--- config.mk ---
export PLATFORM = sky130hd
export DESIGN_NAME = dm_cache_arb_downstream
export DESIGN_NICKNAME = d
export VERILOG_FILES = /design/src/rtl/cache_def.sv /design/src/rtl/rr_arbiter.sv /design/src/rtl/dm_cache_arb_downstream.sv
export SDC_FILE = /design/constraint.sdc
export NUM_CORES = 1
export LEC_CHECK = 0
export ABC_AREA = 1
export BUFFER_PORTS_ARGS = -buffer_cell sky130_fd_sc_hd__buf_2
export CAP_MARGIN = 20
export CORE_AREA = 2 2 158 160
export CTS_CLUSTER_DIAMETER = 30
export DETAILED_ROUTE_END_ITERATION = 16
export DIE_AREA = 0 0 160 162
export HOLD_SLACK_MARGIN = 0.03
export SLEW_MARGIN = 20
export SYNTH_ARGS = -nofsm -noshare
export SYNTH_HDL_FRONTEND = slang
export SYNTH_SLANG_ARGS = --single-unit
--- constraint.sdc ---
create_clock -name clk -period 3.6 [get_ports clk]
set_clock_uncertainty 0.1 [all_clocks]
set_input_delay 0.18 -clock clk [delete_from_list [all_inputs] [get_ports clk]]
set_output_delay 0.18 -clock clk [all_outputs]
set_load 0.02 [all_outputs]
--- src/rtl/cache_def.sv ---
// Shared definitions for the direct-mapped cache and the arbiter in front of it.
// Contents:
//   cpu_req_type    - request bundle presented to the cache FSM
//   cpu_result_type - result bundle returned by the cache FSM
//   arb_state_e     - arbiter FSM states
//   NUM_REQ_DEFAULT, TIMEOUT_DEFAULT - default arbiter sizing
package cache_def;

  localparam int NUM_REQ_DEFAULT = 4;
  localparam int TIMEOUT_DEFAULT = 255;

  typedef struct packed {
    logic [31:0] addr;
    logic [31:0] data;
    logic        rw;
    logic        valid;
  } cpu_req_type;

  typedef struct packed {
    logic [31:0] data;
    logic        ready;
  } cpu_result_type;

  typedef enum logic [1:0] {
    ST_IDLE  = 2'd0,
    ST_ISSUE = 2'd1,
    ST_RESP  = 2'd2
  } arb_state_e;

endpackage

--- src/rtl/rr_arbiter.sv ---
// Combinational round-robin selector.
// Ports:
//   i_req   [N-1:0]  request vector
//   i_ptr   [IW-1:0] index with highest priority this cycle
//   o_grant [N-1:0]  one-hot grant (all zero when nothing requests)
//   o_idx   [IW-1:0] index of the granted requester
//   o_any            at least one requester is granted
module rr_arbiter #(
  parameter int N  = 4,
  parameter int IW = (N > 1) ? $clog2(N) : 1
) (
  input  logic [N-1:0]  i_req,
  input  logic [IW-1:0] i_ptr,
  output logic [N-1:0]  o_grant,
  output logic [IW-1:0] o_idx,
  output logic          o_any
);

  // Scan from i_ptr upward, wrapping at N; the first requester found wins.
  always_comb begin
    logic [IW:0]   w_sum;
    logic [IW-1:0] w_pos;
    o_grant = '0;
    o_idx   = '0;
    o_any   = 1'b0;
    w_sum   = '0;
    w_pos   = '0;
    for (int off = 0; off < N; off++) begin
      w_sum = {1'b0, i_ptr} + (IW + 1)'(off);
      if (w_sum >= (IW + 1)'(N)) begin
        w_sum = w_sum - (IW + 1)'(N);
      end
      w_pos = w_sum[IW-1:0];
      if (!o_any && i_req[w_pos]) begin
        o_any          = 1'b1;
        o_grant[w_pos] = 1'b1;
        o_idx          = w_pos;
      end
    end
  end

endmodule

--- src/rtl/dm_cache_arb_downstream.sv ---
// Arbitrates NUM_REQ requesters onto the single request port of the
// downstream direct-mapped cache FSM, one transaction at a time.
// Ports:
//   clk, rst_n            clock, asynchronous active-low reset
//   req_valid/rw/addr/data per-requester request
//   req_ready             one-hot accept pulse (IDLE only)
//   rsp_valid             one-hot completion pulse (RESP only)
//   rsp_data, rsp_err     completion payload; rsp_err=1 means timed out
//   cache_req, cache_res  downstream cache interface
//   busy                  arbiter not IDLE
//   timeout_err           sticky, set by any timeout, cleared only by reset
module dm_cache_arb_downstream
  import cache_def::*;
#(
  parameter int NUM_REQ        = NUM_REQ_DEFAULT,
  parameter int TIMEOUT_CYCLES = TIMEOUT_DEFAULT
) (
  input  logic                     clk,
  input  logic                     rst_n,
  input  logic [NUM_REQ-1:0]       req_valid,
  input  logic [NUM_REQ-1:0]       req_rw,
  input  logic [NUM_REQ-1:0][31:0] req_addr,
  input  logic [NUM_REQ-1:0][31:0] req_data,
  output logic [NUM_REQ-1:0]       req_ready,
  output logic [NUM_REQ-1:0]       rsp_valid,
  output logic [31:0]              rsp_data,
  output logic                     rsp_err,
  output cpu_req_type              cache_req,
  input  cpu_result_type           cache_res,
  output logic                     busy,
  output logic                     timeout_err
);

  localparam int IW = (NUM_REQ > 1) ? $clog2(NUM_REQ) : 1;
  localparam int CW = $clog2(TIMEOUT_CYCLES + 1);

  arb_state_e        r_state;
  arb_state_e        w_next_state;
  logic [IW-1:0]     r_ptr;
  logic [CW-1:0]     r_wait;
  logic              r_hold_rw;
  logic [31:0]       r_hold_addr;
  logic [31:0]       r_hold_data;
  logic [IW-1:0]     r_hold_idx;
  logic [31:0]       r_rsp_data;
  logic              r_rsp_err;
  logic              r_timeout_err;

  logic [NUM_REQ-1:0] w_grant;
  logic [IW-1:0]      w_grant_idx;
  logic               w_any;
  logic               w_zero_wr;
  logic               w_timeout;

  rr_arbiter #(.N(NUM_REQ), .IW(IW)) u_rr (
    .i_req   (req_valid),
    .i_ptr   (r_ptr),
    .o_grant (w_grant),
    .o_idx   (w_grant_idx),
    .o_any   (w_any)
  );

  // A write of zero has no effect on the accumulating cache, so it is
  // acknowledged without occupying the downstream port.
  assign w_zero_wr = req_rw[w_grant_idx] && (req_data[w_grant_idx] == 32'd0);

  // The counter starts at 0 in the first ISSUE cycle, so the last allowed
  // cycle is the one where it reads TIMEOUT_CYCLES-1. A ready in that same
  // cycle still wins over the timeout.
  assign w_timeout = (r_state == ST_ISSUE) && !cache_res.ready &&
                     (r_wait == CW'(TIMEOUT_CYCLES - 1));

  assign timeout_err = r_timeout_err;

  always_ff @(posedge clk or negedge rst_n) begin
    if (!rst_n) begin
      r_state       <= ST_IDLE;
      r_ptr         <= '0;
      r_wait        <= '0;
      r_hold_rw     <= 1'b0;
      r_hold_addr   <= '0;
      r_hold_data   <= '0;
      r_hold_idx    <= '0;
      r_rsp_data    <= '0;
      r_rsp_err     <= 1'b0;
      r_timeout_err <= 1'b0;
    end else begin
      r_state <= w_next_state;
      case (r_state)
        ST_IDLE: begin
          if (w_any) begin
            r_hold_rw   <= req_rw[w_grant_idx];
            r_hold_addr <= req_addr[w_grant_idx];
            r_hold_data <= req_data[w_grant_idx];
            r_hold_idx  <= w_grant_idx;
            r_ptr       <= (w_grant_idx == IW'(NUM_REQ - 1)) ? '0 : w_grant_idx + 1'b1;
            r_wait      <= '0;
            r_rsp_data  <= '0;
            r_rsp_err   <= 1'b0;
          end
        end
        ST_ISSUE: begin
          if (cache_res.ready) begin
            r_rsp_data <= cache_res.data;
            r_rsp_err  <= 1'b0;
          end else if (w_timeout) begin
            r_rsp_data    <= '0;
            r_rsp_err     <= 1'b1;
            r_timeout_err <= 1'b1;
          end else begin
            r_wait <= r_wait + 1'b1;
          end
        end
        default: ;
      endcase
    end
  end

  // Next state and all outputs; cache_res is only looked at in ISSUE.
  always_comb begin
    w_next_state = r_state;
    req_ready    = '0;
    rsp_valid    = '0;
    rsp_data     = '0;
    rsp_err      = 1'b0;
    cache_req    = '0;
    busy         = (r_state != ST_IDLE);
    case (r_state)
      ST_IDLE: begin
        if (w_any) begin
          req_ready    = w_grant;
          w_next_state = w_zero_wr ? ST_RESP : ST_ISSUE;
        end
      end
      ST_ISSUE: begin
        cache_req.valid = 1'b1;
        cache_req.rw    = r_hold_rw;
        cache_req.addr  = r_hold_addr;
        cache_req.data  = r_hold_data;
        if (cache_res.ready || w_timeout) begin
          w_next_state = ST_RESP;
        end
      end
      ST_RESP: begin
        rsp_valid[r_hold_idx] = 1'b1;
        rsp_data              = r_rsp_data;
        rsp_err               = r_rsp_err;
        w_next_state          = ST_IDLE;
      end
      default: begin
        w_next_state = ST_IDLE;
      end
    endcase
  end

endmodule

==> metrics.json <==
{
  "die_area": {"value": 25920, "unit": "µm²"},
  "report.final.hold_viol_count": {"value": 0},
  "asr_flop_ratio_synth": {"value": 100.0, "unit": "%"},
  "whs": {"value": 0.04380, "unit": "ns"},
  "tritoncts_num_sinks": {"value": 113},
  "postSynthNetCount": {"value": 1493},
  "grt_usage": {"value": 22.77, "unit": "%"},
  "yosys_reg_bits": {"value": 113},
  "dpl-instance-area": {"value": 9952, "unit": "µm²"},
  "grtUsageMet1": {"value": 29.77, "unit": "%"},
  "critical_path_required": {"value": 3.32, "unit": "ns"},
  "fp.dieW": {"value": 160, "unit": "µm"},
  "synth-compound-area-share": {"value": 16.73, "unit": "%"},
  "cp_data_arrival_time": {"value": 3.08, "unit": "ns"},
  "mostFrequentLayoutCells": {"value": "406 x buf_2, 258 x nand2_1, 227 x nor2_1"},
  "synthTopCellsByArea": {"value": "dfrtp_1 37%, nand2_1 13%, nor2_1 11%"},
  "yosys.area_share.adder": {"value": 1.300, "unit": "%"},
  "tightestPinTransition": {"value": 0.8069, "unit": "ns"},
  "synth_top_cell_by_area": {"value": "dfrtp_1"},
  "setup.worst_path.class": {"value": "reg -> out"},
  "grt_start_max_net_pins": {"value": 103},
  "synth_xor_xnor_area_share": {"value": 0.2275, "unit": "%"},
  "dominant_combinational_cell_family_by_area_after_synthesis": {"value": "simple AND/OR/NAND/NOR gates"},
  "core_footprint": {"value": 24110, "unit": "µm²"},
  "synthDistinctLibCells": {"value": 36},
  "fp.dieH": {"value": 162, "unit": "µm"},
  "flow.area_growth_from_synthesis": {"value": 48.98, "unit": "%"},
  "dr.pass1.iters": {"value": 5},
  "path_clk_slew": {"value": 0.06, "unit": "ns"},
  "final_cell_area": {"value": 11470, "unit": "µm²"},
  "final_core_utilization": {"value": 47.60, "unit": "%"},
  "totalNegativeSetupSlack": {"value": 0, "unit": "ns"},
  "ir_worst_vdd": {"value": 1081, "unit": "µV"},
  "dominantRegCellSynth": {"value": "dfrtp_1"},
  "placement.io_buffers": {"value": 407},
  "finish.cell_count_without_fillers": {"value": 1983},
  "ff2ff_path_depth": {"value": 18},
  "synth_mux_area_share": {"value": 0, "unit": "%"},
  "root_buffer": {"value": "clkbuf_16"},
  "first_global_vias": {"value": 8942},
  "initial_utilization": {"value": 31.95, "unit": "%"},
  "setup_repair_after_global_routing_missed_its_margin": {"value": "false"},
  "fmax": {"value": 297.9, "unit": "MHz"},
  "overflow": {"value": 0},
  "slew_violations": {"value": 0},
  "dpl.hpwl": {"value": 21.26, "unit": "mm"},
  "dp.cells": {"value": 1857},
  "finalSetupViolCount": {"value": 0},
  "diodes": {"value": 0},
  "postRouteAntennaNets": {"value": 0},
  "drt_iter0_drc": {"value": 721},
  "insertion_delay": {"value": 0.41, "unit": "ns"},
  "tritoncts_clock_tree": {"value": "done"},
  "antenna_found_initial": {"value": 0},
  "n_fill_cell": {"value": 2539},
  "mappedNetlistArea": {"value": 7701, "unit": "µm²"},
  "syn_avg_cell_area": {"value": 6.493, "unit": "µm²"},
  "detail_route.wirelength": {"value": 30.71, "unit": "mm"},
  "layout_min_cycle_time": {"value": 3.357, "unit": "ns"},
  "grt_pass1_wl": {"value": 47.20, "unit": "mm"},
  "cts_made_buffers": {"value": 17},
  "yosysSeqAreaShare": {"value": 36.72, "unit": "%"},
  "p_leak": {"value": 6.251, "unit": "nW"},
  "drive_gt1_share": {"value": 28.75, "unit": "%"},
  "layout.cells.most_common": {"value": "buf_2"},
  "synth-simple-area-share": {"value": 32.56, "unit": "%"},
  "synth_enable_flop_cells": {"value": 0},
  "timing.hold.worst_path_depth": {"value": 3},
  "clock_path_buffers": {"value": 2},
  "crit_fanout": {"value": 29},
  "finish.net_count": {"value": 1953},
  "detailroute.via_count": {"value": 9458},
  "met2_usage": {"value": 37.19, "unit": "%"},
  "synthesis.yosys.warnings": {"value": 0},
  "cts-htree-levels": {"value": 4},
  "worst_setup_ep_type": {"value": "primary output"},
  "maxcap_violations": {"value": 0},
  "detail_route.vias_per_cell": {"value": 4.770},
  "grt_most_used_layer": {"value": "met2"},
  "timing.slew.headroom": {"value": 46.20, "unit": "%"},
  "rows": {"value": 57},
  "number_of_cells_produced_by_synthesis": {"value": 1186},
  "met3_usage": {"value": 4.673, "unit": "%"},
  "outcome": {"value": "finished, final reports clean"},
  "share_of_the_cycle_needed_by_the_critical_path_after_routing": {"value": 93.24, "unit": "%"},
  "num_io_pins": {"value": 408},
  "wl_per_cell": {"value": 15.49, "unit": "µm"},
  "hp-class": {"value": "in -> reg"},
  "timing.critical_path.from_type": {"value": "register"},
  "place_congestion": {"value": 0.9115},
  "cellPowerDensity": {"value": 1143, "unit": "nW/µm²"},
  "synthDominantCellAreaShare": {"value": 36.72, "unit": "%"},
  "drc": {"value": 0}
}
routing by layer:
metal,routed length (µm),share of wire [%]
met1,13650,44
met2,14160,46
met3,1975,6.4
met5,0,0
met4,923,3.0
worst max-delay path: stages, from the launching register on:
cell and delay [ns]:
dfrtp_1 0.39, inv_2 0.19, ha_1 0.32, inv_1 0.11
nand3_1 0.09, nand2_1 0.12, nand3b_4 0.19, buf_4 0.35
nand2_2 0.10, inv_2 0.42, nand2_1 0.15, inv_1 0.07
buf_2 0.15
power by group:
part	switching, mW	total [mW]	internal, mW
clock	0.702	1.69	0.984
sequential	0.249	2.12	1.87
combinational	6.33	9.30	2.97
total	7.29	13.1	5.82
cells in the mapped netlist, types with 2 or more instances:
cell / number
dfrtp_1: 113
a221oi_1: 2
inv_1: 147
nand4_1: 4
or2_2: 2
buf_2: 21
o211ai_1: 2
nor2_1: 228
nand3_2: 2
nand2_2: 3
nand3_1: 95
clkbuf_1: 39
ha_1: 8
buf_6: 6
a31oi_1: 32
buf_4: 7
nor3_1: 9
a221o_1: 2
inv_2: 4
o22ai_1: 2
nand2_1: 259
o21bai_1: 34
o21ai_0: 140
nand3b_1: 3
xor2_1: 2
o21ai_1: 4
a21oi_1: 5
clkbuf_2: 3
cells by family (layout without fill, tap and decap cells):
| group | after synthesis | in the layout |
|---|---|---|
| AO/OA/AOI/OAI | 226 | 226 |
| XOR/XNOR | 2 | 2 |
| adder cells (fa/ha/maj) | 8 | 8 |
| buffers and inverters | 228 | 700 |
| flip-flops | 113 | 113 |
| AND/OR/NAND/NOR | 609 | 610 |
area by class of cell:
type / instances / area [µm²] / area share [%]
repair buffers: 516 / 3148 / 27.44
multi-input cells: 846 / 3934 / 34.29
clock inverters: 15 / 160.2 / 1.396
well taps: 324 / 405.4 / 3.533
flip-flops and latches: 113 / 2828 / 24.65
clock buffers: 17 / 425.4 / 3.708
inverters: 152 / 573.1 / 4.995
worst paths after layout:
kind / end / startpoint / slack (ns)
worst max register to register: r_state[0] / r_ptr[0] / 0.26
min in group asynchronous: r_hold_data[3] / rst_n / 0.20
worst max-delay path: req_ready[3] / r_ptr[0] / 0.24
max in group asynchronous: r_hold_addr[5] / rst_n / 2.37
worst min-delay path: r_hold_addr[0] / req_addr[64] / 0.04
worst min register to register: r_hold_data[20] / r_hold_data[20] / 0.38
registers in the layout, summed over array words and instances (netlist names):
name         cells
r_hold_addr     32
r_hold_data     32
r_hold_idx       2
r_hold_rw        1
r_ptr            2
r_rsp_data      32
r_rsp_err        1
r_state          2
r_wait           8
timeout_err      1
per-stage QoR:
| step | setup WS [ns] | total power [mW] |
|---|---|---|
| global route | 0.008256 | 14.39 |
| CTS | 0.2778 | 13.01 |
| global placement | 0.3519 | 11.10 |
| finish | 0.2433 | 13.11 |
| detailed placement | 0.3456 | 11.20 |
| floorplan | 0.9454 | 8.837 |
timing repair:
item,4_1_cts,5_1_grt
buffers inserted,0,2
gates resized for setup,0,0
endpoints found under the hold margin,102,0
endpoints found under the setup margin,0,2
hold buffers,91,0
Note: power is estimated with default switching activity, not from simulation.
